--- src/rtl/midi_tx_wb_if.sv ---
// Wishbone-style 8-bit register bus between the SPI bridge (master) and midi_tx_wb (slave).
// Member names keep the slave-side port names of the original block.
interface midi_tx_wb_if;
  logic [7:0] wb_addr_i;
  logic [7:0] wb_dat_i;
  logic [7:0] wb_dat_o;
  logic       wb_stb_i;
  logic       wb_we_i;
  logic       wb_ack_o;

  modport master (
    output wb_addr_i, wb_dat_i, wb_stb_i, wb_we_i,
    input  wb_dat_o, wb_ack_o
  );

  modport slave (
    input  wb_addr_i, wb_dat_i, wb_stb_i, wb_we_i,
    output wb_dat_o, wb_ack_o
  );
endinterface

--- src/rtl/midi_tx_wb.sv ---
// Wishbone slave with TX FIFO and 31250-baud MIDI serializer (8N1, LSB first).
// Define MIDI_TX_IRQ_EN to add CTRL.IRQEN and the half-empty irq_o output.
module midi_tx_wb #(
  parameter int unsigned CLK_DIV = 32,
  parameter int unsigned FIFO_AW = 4
) (
  input  logic           wb_clk_i,
  input  logic           wb_rst_n_i,
  midi_tx_wb_if.slave    wb,
`ifdef MIDI_TX_IRQ_EN
  output logic           irq_o,
`endif
  output logic           midi_tx_o
);

  localparam int unsigned DEPTH = 2 ** FIFO_AW;
  localparam int unsigned TW    = $clog2(CLK_DIV);
  localparam logic [FIFO_AW:0] FULL_LVL = DEPTH[FIFO_AW:0];
  localparam logic [TW-1:0]    TC_VAL   = TW'(CLK_DIV - 1);

  typedef enum logic [1:0] {S_IDLE, S_START, S_DATA, S_STOP} state_t;

  state_t             state_q, state_d;
  logic [TW-1:0]      timer_q, timer_d;
  logic [2:0]         bit_q, bit_d;
  logic [7:0]         shift_q, shift_d;
  logic               tx_q, tx_d;
  logic [FIFO_AW-1:0] wr_ptr_q, wr_ptr_d, rd_ptr_q, rd_ptr_d;
  logic [FIFO_AW:0]   count_q, count_d;
  logic               ovf_q, ovf_d;
  logic               txen_q, txen_d;
  logic               ack_q, ack_d;
  logic [7:0]         dat_q, dat_d;
  logic [7:0]         mem_q [DEPTH];
  logic               irqen_rd;

  logic access, wr_data, wr_status, wr_ctrl, flush;
  logic full, empty, push_ok, can_pop, pop, tc;

  assign access    = wb.wb_stb_i & ~ack_q;
  assign wr_data   = access & wb.wb_we_i & (wb.wb_addr_i == 8'h00);
  assign wr_status = access & wb.wb_we_i & (wb.wb_addr_i == 8'h01);
  assign wr_ctrl   = access & wb.wb_we_i & (wb.wb_addr_i == 8'h03);
  assign flush     = wr_ctrl & wb.wb_dat_i[1];
  assign full      = (count_q == FULL_LVL);
  assign empty     = (count_q == '0);
  assign push_ok   = wr_data & ~full;
  // A flush wins over a same-cycle pop so no flushed byte can reach the line.
  assign can_pop   = txen_q & ~empty & ~flush;
  assign tc        = (timer_q == TC_VAL);

`ifdef MIDI_TX_IRQ_EN
  localparam logic [FIFO_AW:0] HALF_LVL = FULL_LVL >> 1;
  logic irqen_q, irqen_d, irq_q, irq_d;

  always_comb begin
    irqen_d = irqen_q;
    if (wr_ctrl) irqen_d = wb.wb_dat_i[2];
    irq_d = irqen_q & (count_q <= HALF_LVL);
  end

  always_ff @(posedge wb_clk_i or negedge wb_rst_n_i) begin
    if (!wb_rst_n_i) begin
      irqen_q <= 1'b0;
      irq_q   <= 1'b0;
    end else begin
      irqen_q <= irqen_d;
      irq_q   <= irq_d;
    end
  end

  assign irqen_rd = irqen_q;
  assign irq_o    = irq_q;
`else
  assign irqen_rd = 1'b0;
`endif

  // Serializer: line level is registered from the current state, adding one cycle of latency.
  always_comb begin
    state_d = state_q;
    timer_d = timer_q;
    bit_d   = bit_q;
    shift_d = shift_q;
    pop     = 1'b0;
    if (state_q != S_IDLE) timer_d = tc ? '0 : timer_q + 1'b1;
    unique case (state_q)
      S_IDLE: if (can_pop) begin
        pop     = 1'b1;
        shift_d = mem_q[rd_ptr_q];
        timer_d = '0;
        state_d = S_START;
      end
      S_START: if (tc) begin
        bit_d   = '0;
        state_d = S_DATA;
      end
      S_DATA: if (tc) begin
        shift_d = {1'b0, shift_q[7:1]};
        bit_d   = bit_q + 1'b1;
        if (bit_q == 3'd7) state_d = S_STOP;
      end
      S_STOP: if (tc) begin
        if (can_pop) begin
          pop     = 1'b1;
          shift_d = mem_q[rd_ptr_q];
          state_d = S_START;
        end else begin
          state_d = S_IDLE;
        end
      end
      default: state_d = S_IDLE;
    endcase
    unique case (state_q)
      S_START: tx_d = 1'b0;
      S_DATA:  tx_d = shift_q[0];
      default: tx_d = 1'b1;
    endcase
  end

  // FIFO bookkeeping and register file.
  always_comb begin
    wr_ptr_d = wr_ptr_q;
    rd_ptr_d = rd_ptr_q;
    count_d  = count_q;
    ovf_d    = ovf_q;
    txen_d   = txen_q;
    ack_d    = access;
    dat_d    = '0;
    if (flush) begin
      wr_ptr_d = '0;
      rd_ptr_d = '0;
      count_d  = '0;
    end else begin
      if (push_ok) wr_ptr_d = wr_ptr_q + 1'b1;
      if (pop)     rd_ptr_d = rd_ptr_q + 1'b1;
      if (push_ok && !pop)      count_d = count_q + 1'b1;
      else if (!push_ok && pop) count_d = count_q - 1'b1;
    end
    if (wr_data && full) ovf_d = 1'b1;
    if (wr_status && wb.wb_dat_i[3]) ovf_d = 1'b0;
    if (wr_ctrl) txen_d = wb.wb_dat_i[0];
    if (access && !wb.wb_we_i) begin
      unique case (wb.wb_addr_i)
        8'h01:   dat_d = {4'b0, ovf_q, state_q != S_IDLE, full, empty};
        8'h02:   dat_d = 8'(count_q);
        8'h03:   dat_d = {5'b0, irqen_rd, 1'b0, txen_q};
        default: dat_d = '0;
      endcase
    end
  end

  always_ff @(posedge wb_clk_i) begin
    if (push_ok) mem_q[wr_ptr_q] <= wb.wb_dat_i;
  end

  always_ff @(posedge wb_clk_i or negedge wb_rst_n_i) begin
    if (!wb_rst_n_i) begin
      state_q  <= S_IDLE;
      timer_q  <= '0;
      bit_q    <= '0;
      shift_q  <= '0;
      tx_q     <= 1'b1;
      wr_ptr_q <= '0;
      rd_ptr_q <= '0;
      count_q  <= '0;
      ovf_q    <= 1'b0;
      txen_q   <= 1'b1;
      ack_q    <= 1'b0;
      dat_q    <= '0;
    end else begin
      state_q  <= state_d;
      timer_q  <= timer_d;
      bit_q    <= bit_d;
      shift_q  <= shift_d;
      tx_q     <= tx_d;
      wr_ptr_q <= wr_ptr_d;
      rd_ptr_q <= rd_ptr_d;
      count_q  <= count_d;
      ovf_q    <= ovf_d;
      txen_q   <= txen_d;
      ack_q    <= ack_d;
      dat_q    <= dat_d;
    end
  end

  assign wb.wb_ack_o = ack_q;
  assign wb.wb_dat_o = dat_q;
  assign midi_tx_o   = tx_q;

endmodule

--- src/flat_wrapper.sv ---
// flat-port wrapper written by rule: the top's interface ports become plain ports
module midi_tx_wb_flat 
#(
  parameter int unsigned CLK_DIV = 32,
  parameter int unsigned FIFO_AW = 4
)
  (wb_clk_i, wb_rst_n_i, midi_tx_o, wb_wb_addr_i, wb_wb_dat_i, wb_wb_stb_i, wb_wb_we_i, wb_wb_dat_o, wb_wb_ack_o);
  midi_tx_wb_if wb_i ();
  input  logic wb_clk_i;
  input  logic wb_rst_n_i;
  output logic midi_tx_o;
  input wire logic [$bits(wb_i.wb_addr_i)-1:0] wb_wb_addr_i;
  input wire logic [$bits(wb_i.wb_dat_i)-1:0] wb_wb_dat_i;
  input wire logic [$bits(wb_i.wb_stb_i)-1:0] wb_wb_stb_i;
  input wire logic [$bits(wb_i.wb_we_i)-1:0] wb_wb_we_i;
  output wire logic [$bits(wb_i.wb_dat_o)-1:0] wb_wb_dat_o;
  output wire logic [$bits(wb_i.wb_ack_o)-1:0] wb_wb_ack_o;
  assign wb_i.wb_addr_i = wb_wb_addr_i;
  assign wb_i.wb_dat_i = wb_wb_dat_i;
  assign wb_i.wb_stb_i = wb_wb_stb_i;
  assign wb_i.wb_we_i = wb_wb_we_i;
  assign wb_wb_dat_o = wb_i.wb_dat_o;
  assign wb_wb_ack_o = wb_i.wb_ack_o;
  midi_tx_wb #(.CLK_DIV(CLK_DIV), .FIFO_AW(FIFO_AW)) u_core (.wb_clk_i(wb_clk_i), .wb_rst_n_i(wb_rst_n_i), .wb(wb_i), .midi_tx_o(midi_tx_o));
endmodule
--- config.mk ---
export PLATFORM = sky130hd
export DESIGN_NAME = midi_tx_wb_flat
export DESIGN_NICKNAME = d
export VERILOG_FILES = /design/src/rtl/midi_tx_wb_if.sv /design/src/rtl/midi_tx_wb.sv /design/src/flat_wrapper.sv
export SDC_FILE = /design/constraint.sdc
export NUM_CORES = 1
export LEC_CHECK = 0
export ABC_AREA = 1
export BUFFER_PORTS_ARGS = -buffer_cell sky130_fd_sc_hd__buf_2
export CAP_MARGIN = 20
export CORE_MARGIN = 3
export CORE_UTILIZATION = 45
export CTS_CLUSTER_SIZE = 24
export DETAILED_ROUTE_END_ITERATION = 10
export PLACE_DENSITY = 0.7
export SETUP_SLACK_MARGIN = 0.2
export SKIP_CTS_REPAIR_TIMING = 1
export SYNTH_ARGS = -nofsm -noshare
export SYNTH_HDL_FRONTEND = slang
export SYNTH_SLANG_ARGS = --single-unit
--- constraint.sdc ---
create_clock -name wb_clk_i -period 3 [get_ports wb_clk_i]
set_input_delay 0.15 -clock wb_clk_i [delete_from_list [all_inputs] [get_ports wb_clk_i]]
set_output_delay 0.15 -clock wb_clk_i [all_outputs]
set_load 0.02 [all_outputs]
==> out/qor.txt, run 1 <==
========================================================================================================
Status                                                                                      complete, no violations
Mean Syn Cell Area                                                                             10.33 µm²
Final Hold Viols                                                                                       0
Cell with the most instances on the worst path                                              sky130_fd_sc_hd__nor2_1
Pre-Repair DR Iteration Count                                                                          5
Clock Tree Buf Depth                                                                                   2
Total global routing overflow                                                                          0
Number of global-route vias before repair                                                           4811
Wire length per cell after detailed routing                                                     15.53 µm
Total via count in the routed design                                                                5193
Total CTS buffers                                                                                     17
Wire length of the first global-routing pass                                                    24.70 mm
Data required time at the worst endpoint                                                         3310 ps
Critical-path cell list                                                                     ha_1 > nand2_1 > nor2_1 > ha_2 > nand4_1 > nand2_2 > nand2_2 > ha_4 > inv_2 > fa_2 > a21oi_1 > nor2_1 > nor2_1 > xor2_1 > a21oi_1
H-tree level count                                                                                     4
Post-CTS clock slew at the launch and capture registers of the worst setup and hold paths          60 ps
Top achievable clock speed                                                                    0.3881 GHz
Final period demand of the worst path                                                            2576 ps
Total Die Area                                                                               0.01840 mm²
Multi-input gate area                                                                       0.002424 mm²
Worst Hold Launch                                                                             wb_wb_we_i
Endpoint kind of the worst setup timing path                                                   flip-flop
Synth-to-Final Area Change                                                                        14.97%
Pin count of the biggest net entering global routing                                                  68
Chip height                                                                                     135.6 µm
Core area                                                                                    0.01617 mm²
Slew at the pin with the worst max-slew slack                                                   879.4 ps
Final critical-path share of the clock period                                                     85.88%
Weighted congestion at the end of routability-driven global placement                             0.8103
Setup violators final                                                                                  0
Cell family with most CP delay                                                               adder cells
Horizontal die dimension                                                                        135.6 µm
Reg-to-Reg Start                                                                            u_core.timer_q[0]$_DFF_PN0_
Average via count per standard cell                                                                5.162
I/O Pins                                                                                              30
Clock latency reported for the late side of the worst-skew pair                                   430 ps
Synth unique cells                                                                                    39
Post-synthesis sequential area ratio                                                              64.10%
Warnings from Yosys                                                                                    0
Count of standard-cell rows                                                                           46
Sum of routed wire length over all layers                                                       15.62 mm
Instance count of the mapped netlist                                                                 732
IO buf count                                                                                          26
Initial core utilization                                                                          46.76%
Setup Skew                                                                                      11.03 ps
Half-perimeter wire length of the detailed placement result                                     9.817 mm
Detailed Route Iter0 Violations                                                                      348
Endpoint of the worst hold path                                                             u_core.wb.wb_dat_o[4]$_DFF_PN0_
Filler Cells Inserted                                                                               1354
Number of antenna violations at the first check in global routing                                      0
Worst min-delay path class                                                                  primary input to flip-flop
Sum of buffers and inverters on the critical path                                                      1
Antenna diode count                                                                                    0
Fin Setup TNS                                                                                       0 ps
RSZ-0062 raised after global routing                                                                  no
Maximum cell stage delay along the critical path                                                  410 ps
Cell area power density                                                                     745.0 mW/mm²
Mapped Area                                                                                 0.007562 mm²
Worst r2r path cells                                                                                  15
Area used by sequential logic in the layout                                                 0.004848 mm²
Leakage power                                                                                   3.530 nW
Critical path arrival                                                                            2880 ps
Proportion of layout cells with a drive suffix above 1                                            14.30%
Count of nets left with antenna violations after detail routing                                        0
Max-Cap Viols                                                                                          0
Number of flip-flops and latches in the synthesized netlist                                          168
Peak supply drop                                                                                441.3 µV
Endpoint of the most critical register-to-register path                                     u_core.count_q[4]$_DFFE_PN0P_
TritonCTS clock tree                                                                                done
Total DRC errors in the routed layout                                                                  0
Clock tree root driver cell                                                                 sky130_fd_sc_hd__clkbuf_16
Worst-case hold slack                                                                           33.84 ps
Peak fanout along the critical path                                                                    7
Headroom to the max-slew limit                                                                    41.37%
Slowest cell on the critical path                                                           sky130_fd_sc_hd__dfrtp_1
Register-to-register setup slack                                                                  420 ps
Critical path class                                                                         flip-flop to flip-flop
Startpoint Class                                                                               flip-flop
Clock sinks                                                                                          168
Overall global routing resource usage                                                             17.69%
Post-layout net count                                                                                816
Final Slew Violations                                                                                  0
Number of instances on the worst hold path                                                             4
========================================================================================================
-- cells in the final DEF, fill, tap and decap left out, types with 2 or more instances in the layout --
cell type and count:
sky130_fd_sc_hd__bufinv_16 4, sky130_fd_sc_hd__buf_2 26, sky130_fd_sc_hd__nor2_4 3, sky130_fd_sc_hd__nand3b_1 2, sky130_fd_sc_hd__conb_1 3, sky130_fd_sc_hd__xor2_1 7
sky130_fd_sc_hd__ha_1 16, sky130_fd_sc_hd__o211ai_1 5, sky130_fd_sc_hd__a21oi_1 15, sky130_fd_sc_hd__edfxtp_1 128, sky130_fd_sc_hd__nor2_2 3, sky130_fd_sc_hd__inv_2 4
sky130_fd_sc_hd__nand3_1 40, sky130_fd_sc_hd__clkbuf_16 17, sky130_fd_sc_hd__nand2_1 125, sky130_fd_sc_hd__nor2_1 151, sky130_fd_sc_hd__clkinv_1 3, sky130_fd_sc_hd__clkinv_4 2
sky130_fd_sc_hd__dlygate4sd3_1 2, sky130_fd_sc_hd__buf_4 27, sky130_fd_sc_hd__o21ai_0 73, sky130_fd_sc_hd__inv_6 3, sky130_fd_sc_hd__o21ai_1 18, sky130_fd_sc_hd__nand4_1 3
sky130_fd_sc_hd__nand2_2 10, sky130_fd_sc_hd__dfrtp_1 37, sky130_fd_sc_hd__inv_8 3, sky130_fd_sc_hd__nor4_1 2, sky130_fd_sc_hd__nor3_1 3, sky130_fd_sc_hd__inv_1 38
sky130_fd_sc_hd__dfstp_2 2
-- worst min-delay path, cell delays in order --
cell                      delay, ps
sky130_fd_sc_hd__buf_2           90
sky130_fd_sc_hd__inv_1           40
sky130_fd_sc_hd__nand2_1         80
sky130_fd_sc_hd__nor3_1          60
-- state kept, by name (all words and copies together), names as in the netlist --
register / cells
u_core.count_q: 5
u_core.rd_ptr_q: 4
u_core.wb.wb_dat_o: 5
u_core.shift_q: 8
u_core.midi_tx_o: 1
u_core.wb.wb_ack_o: 1
u_core.ovf_q: 1
u_core.timer_q: 5
u_core.wr_ptr_q: 4
u_core.txen_q: 1
u_core.bit_q: 3
u_core.state_q: 2
u_core.mem_q: 128
-- power by group --
part           switching (mW)  internal (mW)
Sequential              0.113           2.65
Clock                   0.920           1.41
Combinational           0.933          0.445
-- cells by family (layout without fill, tap and decap cells) --
kind of cell	after synthesis	count (layout)	share of synthesized area, %
other	1	3	0.04959
adders and majority gates	19	19	3.243
xor gates and xnor gates	8	8	0.9266
DFF	168	168	64.10
and+or+nand+nor	346	346	19.44
AOI/OAI and AO/OA	116	116	8.025
buffers and inverters	74	130	4.219
-- stage by stage --
step	util [%]	setup WS, ps	power (mW)	instance area, µm²	std cells
global placement	49.47	250.5	4.147	8001	970
finish	53.76	423.5	6.478	8695	1006
CTS	53.42	139.2	6.504	8640	1002
detailed placement	49.47	169.9	4.179	8001	970
floorplan	-	457.6	3.846	7570	734
global route	53.76	200.6	6.818	8695	1006
-- cell type report --
type,count,share of cell area (%)
Sequential cell,168,55.76
Multi-Input combinational cell,492,27.87
Clock buffer,17,4.893
Timing Repair Buffer,55,4.058
Tap cell,216,3.108
Clock inverter,15,2.446
Inverter,43,1.856
-- per-layer routing --
layer  track usage [%]  vias to the layer above  wire (µm)
met1             23.66                     2428       6707
met3             3.826                       29        991
met4             8.231                        0        431
met2             27.74                      168       7489
met5                 0                        -          0
li1                  -                     2568          -
-- how the worst max path moves through the flow --
stage / from / to / slack, ps / cells past startpoint
floorplan: u_core.timer_q[0]$_DFF_PN0_ / u_core.count_q[4]$_DFFE_PN0P_ / 460 / 15
global placement: u_core.timer_q[0]$_DFF_PN0_ / u_core.count_q[4]$_DFFE_PN0P_ / 250 / 15
detailed placement: u_core.timer_q[0]$_DFF_PN0_ / u_core.count_q[4]$_DFFE_PN0P_ / 170 / 15
CTS: u_core.timer_q[0]$_DFF_PN0_ / u_core.count_q[4]$_DFFE_PN0P_ / 140 / 15
global route: u_core.timer_q[0]$_DFF_PN0_ / u_core.count_q[4]$_DFFE_PN0P_ / 200 / 15
finish: u_core.timer_q[0]$_DFF_PN0_ / u_core.count_q[4]$_DFFE_PN0P_ / 420 / 15
-- synthesized netlist by cell type (all sizes together) --
| master | count | share of area (%) |
|---|---|---|
| a211oi | 1 | 0.099 |
| dfrtp | 38 | 13 |
| inv | 42 | 2.1 |
| xor2 | 7 | 0.81 |
| buf | 18 | 1.4 |
| a21oi | 15 | 0.99 |
| clkinv | 1 | 0.050 |
| nor3 | 3 | 0.20 |
| a31oi | 1 | 0.083 |
| nor4 | 3 | 0.45 |
| xnor2 | 1 | 0.12 |
| fa | 1 | 0.26 |
| a22oi | 1 | 0.099 |
| nand3 | 42 | 3.0 |
| nand4 | 3 | 0.25 |
| o221ai | 1 | 0.12 |
| clkbuf | 13 | 0.65 |
| edfxtp | 128 | 51 |
| nor2 | 157 | 8.2 |
| dfstp | 2 | 0.69 |
| a41oi | 1 | 0.12 |
| o211ai | 5 | 0.50 |
| nand2 | 136 | 7.1 |
| o21ai | 91 | 6.0 |
| nand3b | 2 | 0.20 |
| ha | 18 | 3.0 |
| conb | 1 | 0.050 |
No activity file was read; power rests on OpenSTA's default activity.
==> run 2: changes to the inputs <==
Settings changed: CELL_PAD_IN_SITES_DETAIL_PLACEMENT set to 0, CELL_PAD_IN_SITES_GLOBAL_PLACEMENT set to 1, PLACE_DENSITY 0.7 to 0.83, TNS_END_PERCENT set to 20.
==> run 2 against run 1 <==
Register-to-register slack gained 20 ps. Final area shrank 0.75%. Flip-flop and latch count is the same. Combinational power is essentially flat. Total power shrank 2.0%. Cell count shrank 0.30%. Hold slack gained 2.4 ps. Fmax grew 0.60%. Global-route usage grew 1.1 points.
==> out/qor.txt, run 2 (synthesized netlist as in run 1, its figures left out) <==
========================================================================================================
Status                                                                                      complete, no violations
Met3 routed wirelength                                                                            760 µm
Largest Register                                                                            u_core.mem_q
Met1 wire length                                                                                7.329 mm
Critical path class                                                                         flip-flop to flip-flop
Cell total after placement                                                                           968
Final Hold Viols                                                                                       0
Clock Tree Buf Depth                                                                                   2
Slowest cell on the critical path                                                           sky130_fd_sc_hd__dfrtp_1
Final standard cell count with taps included and fillers excluded                                   1003
Routed length on met2                                                                           7.974 mm
Core area                                                                                    0.01617 mm²
Setup Skew                                                                                      10.47 ps
Total global routing overflow                                                                          0
Total DRC errors in the routed layout                                                                  0
Overall global routing resource usage                                                             18.77%
Post-CTS clock slew at the launch and capture registers of the worst setup and hold paths          60 ps
Cell family with most CP delay                                                              simple AND/OR/NAND/NOR gates
Post-layout net count                                                                                813
Top library cells by usage in the layout, fill and taps aside                               sky130_fd_sc_hd__nor2_1, sky130_fd_sc_hd__edfxtp_1, sky130_fd_sc_hd__nand2_1
Data required time at the worst endpoint                                                         3310 ps
H-tree level count                                                                                     4
Setup WS post-layout                                                                            439.0 ps
Largest registers                                                                           u_core.mem_q x128, u_core.shift_q x8
Average via count per standard cell                                                                5.282
Worst min-delay path class                                                                  primary input to flip-flop
Total CTS buffers                                                                                     17
Final critical-path share of the clock period                                                     85.37%
Half-perimeter wire length of the detailed placement result                                     10.35 mm
Most common library cell in the layout ignoring fill and taps                               sky130_fd_sc_hd__nor2_1
Finished layout cell area                                                                   0.008630 mm²
Cell area power density                                                                     735.7 mW/mm²
IO buf count                                                                                          26
Number of antenna violations at the first check in global routing                                      0
Leakage power                                                                                   3.501 nW
Wire length of the first global-routing pass                                                    26.54 mm
Count of nets left with antenna violations after detail routing                                        0
TritonCTS clock tree                                                                                done
Chip height                                                                                     135.6 µm
Horizontal die dimension                                                                        135.6 µm
Pin count of the biggest net entering global routing                                                  68
Proportion of layout cells with a drive suffix above 1                                            14.36%
Cell with the most instances on the worst path                                              sky130_fd_sc_hd__nand2_2
Maximum cell stage delay along the critical path                                                  410 ps
Top routing layer in use                                                                            met4
Total Die Area                                                                               0.01840 mm²
I/O Pins                                                                                              30
Final Slew Violations                                                                                  0
Area after detailed placement                                                               0.007986 mm²
Sum of routed wire length over all layers                                                       16.39 mm
Count of standard-cell rows                                                                           46
Headroom to the max-slew limit                                                                    41.14%
Number of global-route vias before repair                                                           5192
Antenna diode count                                                                                    0
Startpoint Class                                                                               flip-flop
Slew at the pin with the worst max-slew slack                                                   882.9 ps
Top achievable clock speed                                                                    0.3905 GHz
Peak fanout along the critical path                                                                    5
Placement-stage worst setup slack                                                               186.6 ps
Synth-to-Final Area Change                                                                        14.11%
Weighted congestion at the end of routability-driven global placement                             0.8148
Pre-Repair DR Iteration Count                                                                          5
Endpoint kind of the worst setup timing path                                                   flip-flop
Final period demand of the worst path                                                            2561 ps
RSZ-0062 raised after global routing                                                                  no
Clock sinks                                                                                          168
Wire length per cell after detailed routing                                                     16.34 µm
Clock tree root driver cell                                                                 sky130_fd_sc_hd__clkbuf_16
Total via count in the routed design                                                                5298
Initial core utilization                                                                          46.76%
Sum of buffers and inverters on the critical path                                                      2
Fin Setup TNS                                                                                       0 ps
Max-Cap Viols                                                                                          0
Setup violators final                                                                                  0
Peak supply drop                                                                                401.7 µV
Number of flip-flops in the largest register                                                         128
Critical path arrival                                                                            2870 ps
Critical-path cell list                                                                     nor2_4 > nand2_2 > inv_2 > nand3_4 > nand3_1 > nand2_2 > nand2_2 > ha_1 > inv_2 > fa_2 > a21oi_1 > nor2_1 > nor2_1 > xor2_1 > a21oi_1
Detailed Route Iter0 Violations                                                                      434
Clock latency reported for the late side of the worst-skew pair                                   430 ps
========================================================================================================
[run 2: changes by cell type in the layout (fill, tap and decap cells not counted), moves of 2 or more]
cell                        previous run  this run
sky130_fd_sc_hd__dfrtp_1              37        35
sky130_fd_sc_hd__dfrtp_2               1         3
sky130_fd_sc_hd__buf_4                27        24
sky130_fd_sc_hd__clkbuf_8              0         4
sky130_fd_sc_hd__bufinv_16             4         2
sky130_fd_sc_hd__inv_8                 3         0
sky130_fd_sc_hd__clkinv_2              0         2
sky130_fd_sc_hd__clkbuf_1              0         2
sky130_fd_sc_hd__clkinv_1              3         1
sky130_fd_sc_hd__nor2_1              151       149
sky130_fd_sc_hd__nor2_2                3         5
[run 2: per-stage QoR]
stage | util, % | hold WS [ps] | power [mW]
after floorplan | - | -145.6 | 3.846
after global placement | 49.38 | 327.8 | 4.124
after detailed placement | 49.38 | 335.1 | 4.174
after CTS | 53.09 | -126.0 | 6.382
after global routing | 53.36 | 44.18 | 6.708
final | 53.36 | 36.23 | 6.349
[run 2: area by class of cell]
cell class / instances / area, µm²
Fill cell: 1414 / 7543
Sequential cell: 168 / 4851
Multi-Input combinational cell: 492 / 2416
Clock buffer: 23 / 488.0
Timing Repair Buffer: 52 / 330.3
Tap cell: 216 / 270.3
Inverter: 43 / 161.4
Clock inverter: 9 / 112.6
[run 2: final timing paths]
kind	startpoint	end	slack, ps	cells past startpoint
setup / recovery	u_core.wb.wb_ack_o$_DFF_PN0_	u_core.count_q[4]$_DFFE_PN0P_	440	15
hold / removal	wb_wb_we_i	u_core.wb.wb_dat_o[4]$_DFF_PN0_	40	4
setup reg to reg	u_core.wb.wb_ack_o$_DFF_PN0_	u_core.count_q[4]$_DFFE_PN0P_	440	15
hold reg to reg	u_core.shift_q[0]$_DFFE_PN0P_	u_core.shift_q[0]$_DFFE_PN0P_	480	2
max in group asynchronous	wb_rst_n_i	u_core.count_q[0]$_DFFE_PN0P_	2000	2
min in group asynchronous	wb_rst_n_i	u_core.bit_q[0]$_DFFE_PN0P_	390	2
[run 2: per-layer routing]
| metal | up-vias | GRT usage (%) |
|---|---|---|
| li1 | 2555 | - |
| met1 | 2569 | 25.03 |
| met2 | 150 | 30.34 |
| met3 | 24 | 3.975 |
| met4 | 0 | 7.223 |
| met5 | - | 0 |
[run 2: worst min-delay path: cells and delay by family]
family	cells	cell delay (ps)
buffers and inverters	2	120
and+or+nand+nor	2	140
[run 2: where the power goes]
| part | internal (mW) | switching, mW | total (mW) |
|---|---|---|---|
| Clock | 1.32 | 0.883 | 2.20 |
| Sequential | 2.65 | 0.119 | 2.77 |
| Combinational | 0.444 | 0.927 | 1.37 |
==> run 3: changes to the inputs <==
Settings changed: ABC_AREA 1 to not set, PLACE_DENSITY 0.83 to 0.78.
==> run 3 against run 2 <==
Via count decreased by 25%. Clock skew decreased by 3.3 ps. Sequential power decreased by 7.9%. Largest cell class unchanged.
==> out/qor.txt, run 3 <==
========================================================================================================
Share of async-settable or async-resettable flops after synthesis                                 23.81%
Clock sinks                                                                                          168
Met1 global-route usage                                                                           22.88%
TritonCTS clock tree                                                                                done
Setup Skew                                                                                      7.146 ps
Endpoint kind of the worst setup timing path                                                   flip-flop
Count of standard-cell rows                                                                           45
Detailed Route Iter0 Violations                                                                      216
Grt met3 use                                                                                      3.536%
Post-layout net count                                                                                536
Final period demand of the worst path                                                            2835 ps
IO buf count                                                                                          26
Initial core utilization                                                                          46.74%
Total via count in the routed design                                                                3960
Slew at the pin with the worst max-slew slack                                                   921.2 ps
Mapped Area                                                                                 0.007237 mm²
Average via count per standard cell                                                                5.492
Chip height                                                                                     132.8 µm
Total DRC errors in the routed layout                                                                  0
Clock latency reported for the late side of the worst-skew pair                                   420 ps
Fin Setup TNS                                                                                       0 ps
Antenna diode count                                                                                    0
Weighted congestion at the end of routability-driven global placement                             0.7676
Met2 GRT Util                                                                                     27.34%
Wire length of the first global-routing pass                                                    22.63 mm
Peak fanout along the critical path                                                                    5
Primary flip-flop cell chosen by synthesis mapping                                          sky130_fd_sc_hd__edfxtp_1
Count of nets left with antenna violations after detail routing                                        0
Total CTS buffers                                                                                     17
Clock tree root driver cell                                                                 sky130_fd_sc_hd__clkbuf_16
Synth unique cells                                                                                    57
H-tree level count                                                                                     4
I/O Pins                                                                                              30
Most common library cells after synthesis                                                   sky130_fd_sc_hd__edfxtp_1, sky130_fd_sc_hd__dfrtp_1, sky130_fd_sc_hd__nor2_1, sky130_fd_sc_hd__mux4_2, sky130_fd_sc_hd__nand2_1
Placement-stage worst setup slack                                                               155.2 ps
RSZ-0062 raised after global routing                                                                 yes
Proportion of layout cells with a drive suffix above 1                                            27.06%
Pin count of the biggest net entering global routing                                                  41
Critical-path cell list                                                                     ha_2 > and3_1 > ha_2 > a21o_1 > o2111ai_2 > nor2_2 > inv_2 > ha_4 > inv_4 > fa_2 > a21o_1 > a21oi_2 > xnor2_1 > or3_1 > a21oi_1
Sum of buffers and inverters on the critical path                                                      2
Total global routing overflow                                                                          0
Post-CTS clock slew at the launch and capture registers of the worst setup and hold paths          70 ps
Synth-to-Final Area Change                                                                        16.10%
Top library cells by usage in the layout, fill and taps aside                               sky130_fd_sc_hd__edfxtp_1, sky130_fd_sc_hd__dfrtp_1, sky130_fd_sc_hd__buf_4
Leakage power                                                                                   3.031 nW
Largest Register                                                                            u_core.mem_q
Mean Syn Cell Area                                                                             16.41 µm²
Data required time at the worst endpoint                                                         3350 ps
Cell type contributing the most total cell area after synthesis                             sky130_fd_sc_hd__edfxtp_1
Sum of routed wire length over all layers                                                       13.99 mm
Headroom to the max-slew limit                                                                    38.59%
Final Hold Viols                                                                                       0
Number of global-route vias before repair                                                           4062
Horizontal die dimension                                                                        132.8 µm
Instance count of the mapped netlist                                                                 441
Number of flip-flops in the largest register                                                         128
Wire length per cell after detailed routing                                                     19.41 µm
Most common library cell in the layout ignoring fill and taps                               sky130_fd_sc_hd__edfxtp_1
Setup violators final                                                                                  0
Max-Cap Viols                                                                                          0
Half-perimeter wire length of the detailed placement result                                     9.174 mm
Maximum cell stage delay along the critical path                                                  400 ps
Area share of the largest cell type after synthesis                                               53.11%
Top achievable clock speed                                                                    0.3527 GHz
Final critical-path share of the clock period                                                     94.51%
Status                                                                                      complete, no violations
Leading cell types by total area after synthesis                                            sky130_fd_sc_hd__edfxtp_1, sky130_fd_sc_hd__dfrtp_1, sky130_fd_sc_hd__mux4_2
Warnings from Yosys                                                                                    0
Peak supply drop                                                                                579.7 µV
Number of flip-flops and latches in the synthesized netlist                                          168
Pre-Repair DR Iteration Count                                                                          4
Setup WS post-layout                                                                            164.8 ps
Clock Tree Buf Depth                                                                                   2
Overall global routing resource usage                                                             16.96%
Post-synthesis sequential area ratio                                                              66.98%
Largest registers                                                                           u_core.mem_q x128, u_core.shift_q x8
Slowest cell on the critical path                                                           sky130_fd_sc_hd__dfrtp_1
Total Die Area                                                                               0.01764 mm²
Final Slew Violations                                                                                  0
Gr busiest metal                                                                                    met2
Worst min-delay path class                                                                  primary input to flip-flop
Core area                                                                                    0.01548 mm²
Most frequent cell after synthesis                                                          sky130_fd_sc_hd__edfxtp_1
Startpoint Class                                                                               flip-flop
Cell area power density                                                                     576.0 mW/mm²
Filler Cells Inserted                                                                               1211
Critical path class                                                                         flip-flop to flip-flop
Cell family with most CP delay                                                               adder cells
Number of antenna violations at the first check in global routing                                      0
Critical path arrival                                                                            3190 ps
Post-synth EDFFs                                                                                     128
========================================================================================================
## run 3: changes by cell type in the layout (fill, tap and decap cells not counted), moves of 7 or more
cell,previous run,this run
sky130_fd_sc_hd__mux4_1,0,10
sky130_fd_sc_hd__buf_4,24,32
sky130_fd_sc_hd__o21ai_0,73,4
sky130_fd_sc_hd__nor2_1,149,28
sky130_fd_sc_hd__nand2_1,125,18
sky130_fd_sc_hd__a22oi_1,1,8
sky130_fd_sc_hd__mux4_2,0,22
sky130_fd_sc_hd__nand3_1,40,8
sky130_fd_sc_hd__inv_1,38,11
sky130_fd_sc_hd__o21ai_1,18,0
sky130_fd_sc_hd__nand2_2,10,1
## run 3: cell families (layout without fill, tap and decap cells)
kind of cell,Yosys count,after routing,synth area share [%]
AOI/OAI and AO/OA,67,67,6.933
xor gates and xnor gates,10,10,1.210
adders and majority gates,19,19,3.389
buffers and inverters,40,107,2.922
DFF,168,168,66.98
muxes,38,38,11.32
other,1,3,0.05182
and+or+nand+nor,98,98,7.192
## run 3: final timing paths
check,from,to,slack (ps),cells past startpoint
hold reg to reg,u_core.wb.wb_ack_o$_DFF_PN0_,u_core.wb.wb_ack_o$_DFF_PN0_,480,1
min in group asynchronous,wb_rst_n_i,u_core.shift_q[3]$_DFFE_PN0P_,410,2
max in group asynchronous,wb_rst_n_i,u_core.count_q[3]$_DFFE_PN0P_,1960,2
setup / recovery,u_core.timer_q[1]$_DFF_PN0_,u_core.count_q[4]$_DFFE_PN0P_,160,15
hold / removal,wb_wb_dat_i[6],u_core.mem_q[3][6]$_DFFE_PP_,100,1
setup reg to reg,u_core.timer_q[1]$_DFF_PN0_,u_core.count_q[4]$_DFFE_PN0P_,160,15
## run 3: stage by stage
step	std cells	power, mW	hold WS, ps	util [%]	instance area, µm²
after CTS	716	4.889	-113.2	53.96	8356
after floorplan	443	2.680	-145.6	-	7305
after global routing	721	5.010	105.3	54.26	8402
after global placement	684	2.747	331.2	50.16	7766
after detailed placement	684	2.755	349.6	50.16	7766
final	721	4.840	100.1	54.26	8402
## run 3: final cells by class
| type | count | area [µm²] | share of cell area (%) |
|---|---|---|---|
| multi-input combinational | 235 | 2242 | 26.69 |
| sequential | 168 | 4851 | 57.74 |
| inverter | 14 | 55.05 | 0.6552 |
| tap | 211 | 264.0 | 3.142 |
| timing repair buffer | 61 | 400.4 | 4.765 |
| clock buffer | 17 | 425.4 | 5.063 |
| clock inverter | 15 | 163.9 | 1.951 |
## run 3: worst reg2reg max path, cell delays in order (launching register included)
cell                        delay, ps
sky130_fd_sc_hd__dfrtp_1          400
sky130_fd_sc_hd__ha_2             200
sky130_fd_sc_hd__and3_1           150
sky130_fd_sc_hd__ha_2             190
sky130_fd_sc_hd__a21o_1           190
sky130_fd_sc_hd__o2111ai_2         90
sky130_fd_sc_hd__nor2_2            80
sky130_fd_sc_hd__inv_2             80
sky130_fd_sc_hd__ha_4             160
sky130_fd_sc_hd__inv_4             50
sky130_fd_sc_hd__fa_2             340
sky130_fd_sc_hd__a21o_1           180
sky130_fd_sc_hd__a21oi_2          150
sky130_fd_sc_hd__xnor2_1           90
sky130_fd_sc_hd__or3_1            310
sky130_fd_sc_hd__a21oi_1          120
## run 3: per-layer routing
layer	vias to the layer above	part of all wire [%]
li1	1846	-
met4	0	1.9
met1	2019	44
met5	-	0
met3	21	3.4
met2	74	51
## run 3: power by group
part / leakage [nW] / internal (mW) / switching, mW
registers: 1.61 / 2.53 / 0.0200
logic: 1.13 / 0.0631 / 0.0927
clock network: 0.290 / 1.18 / 0.950
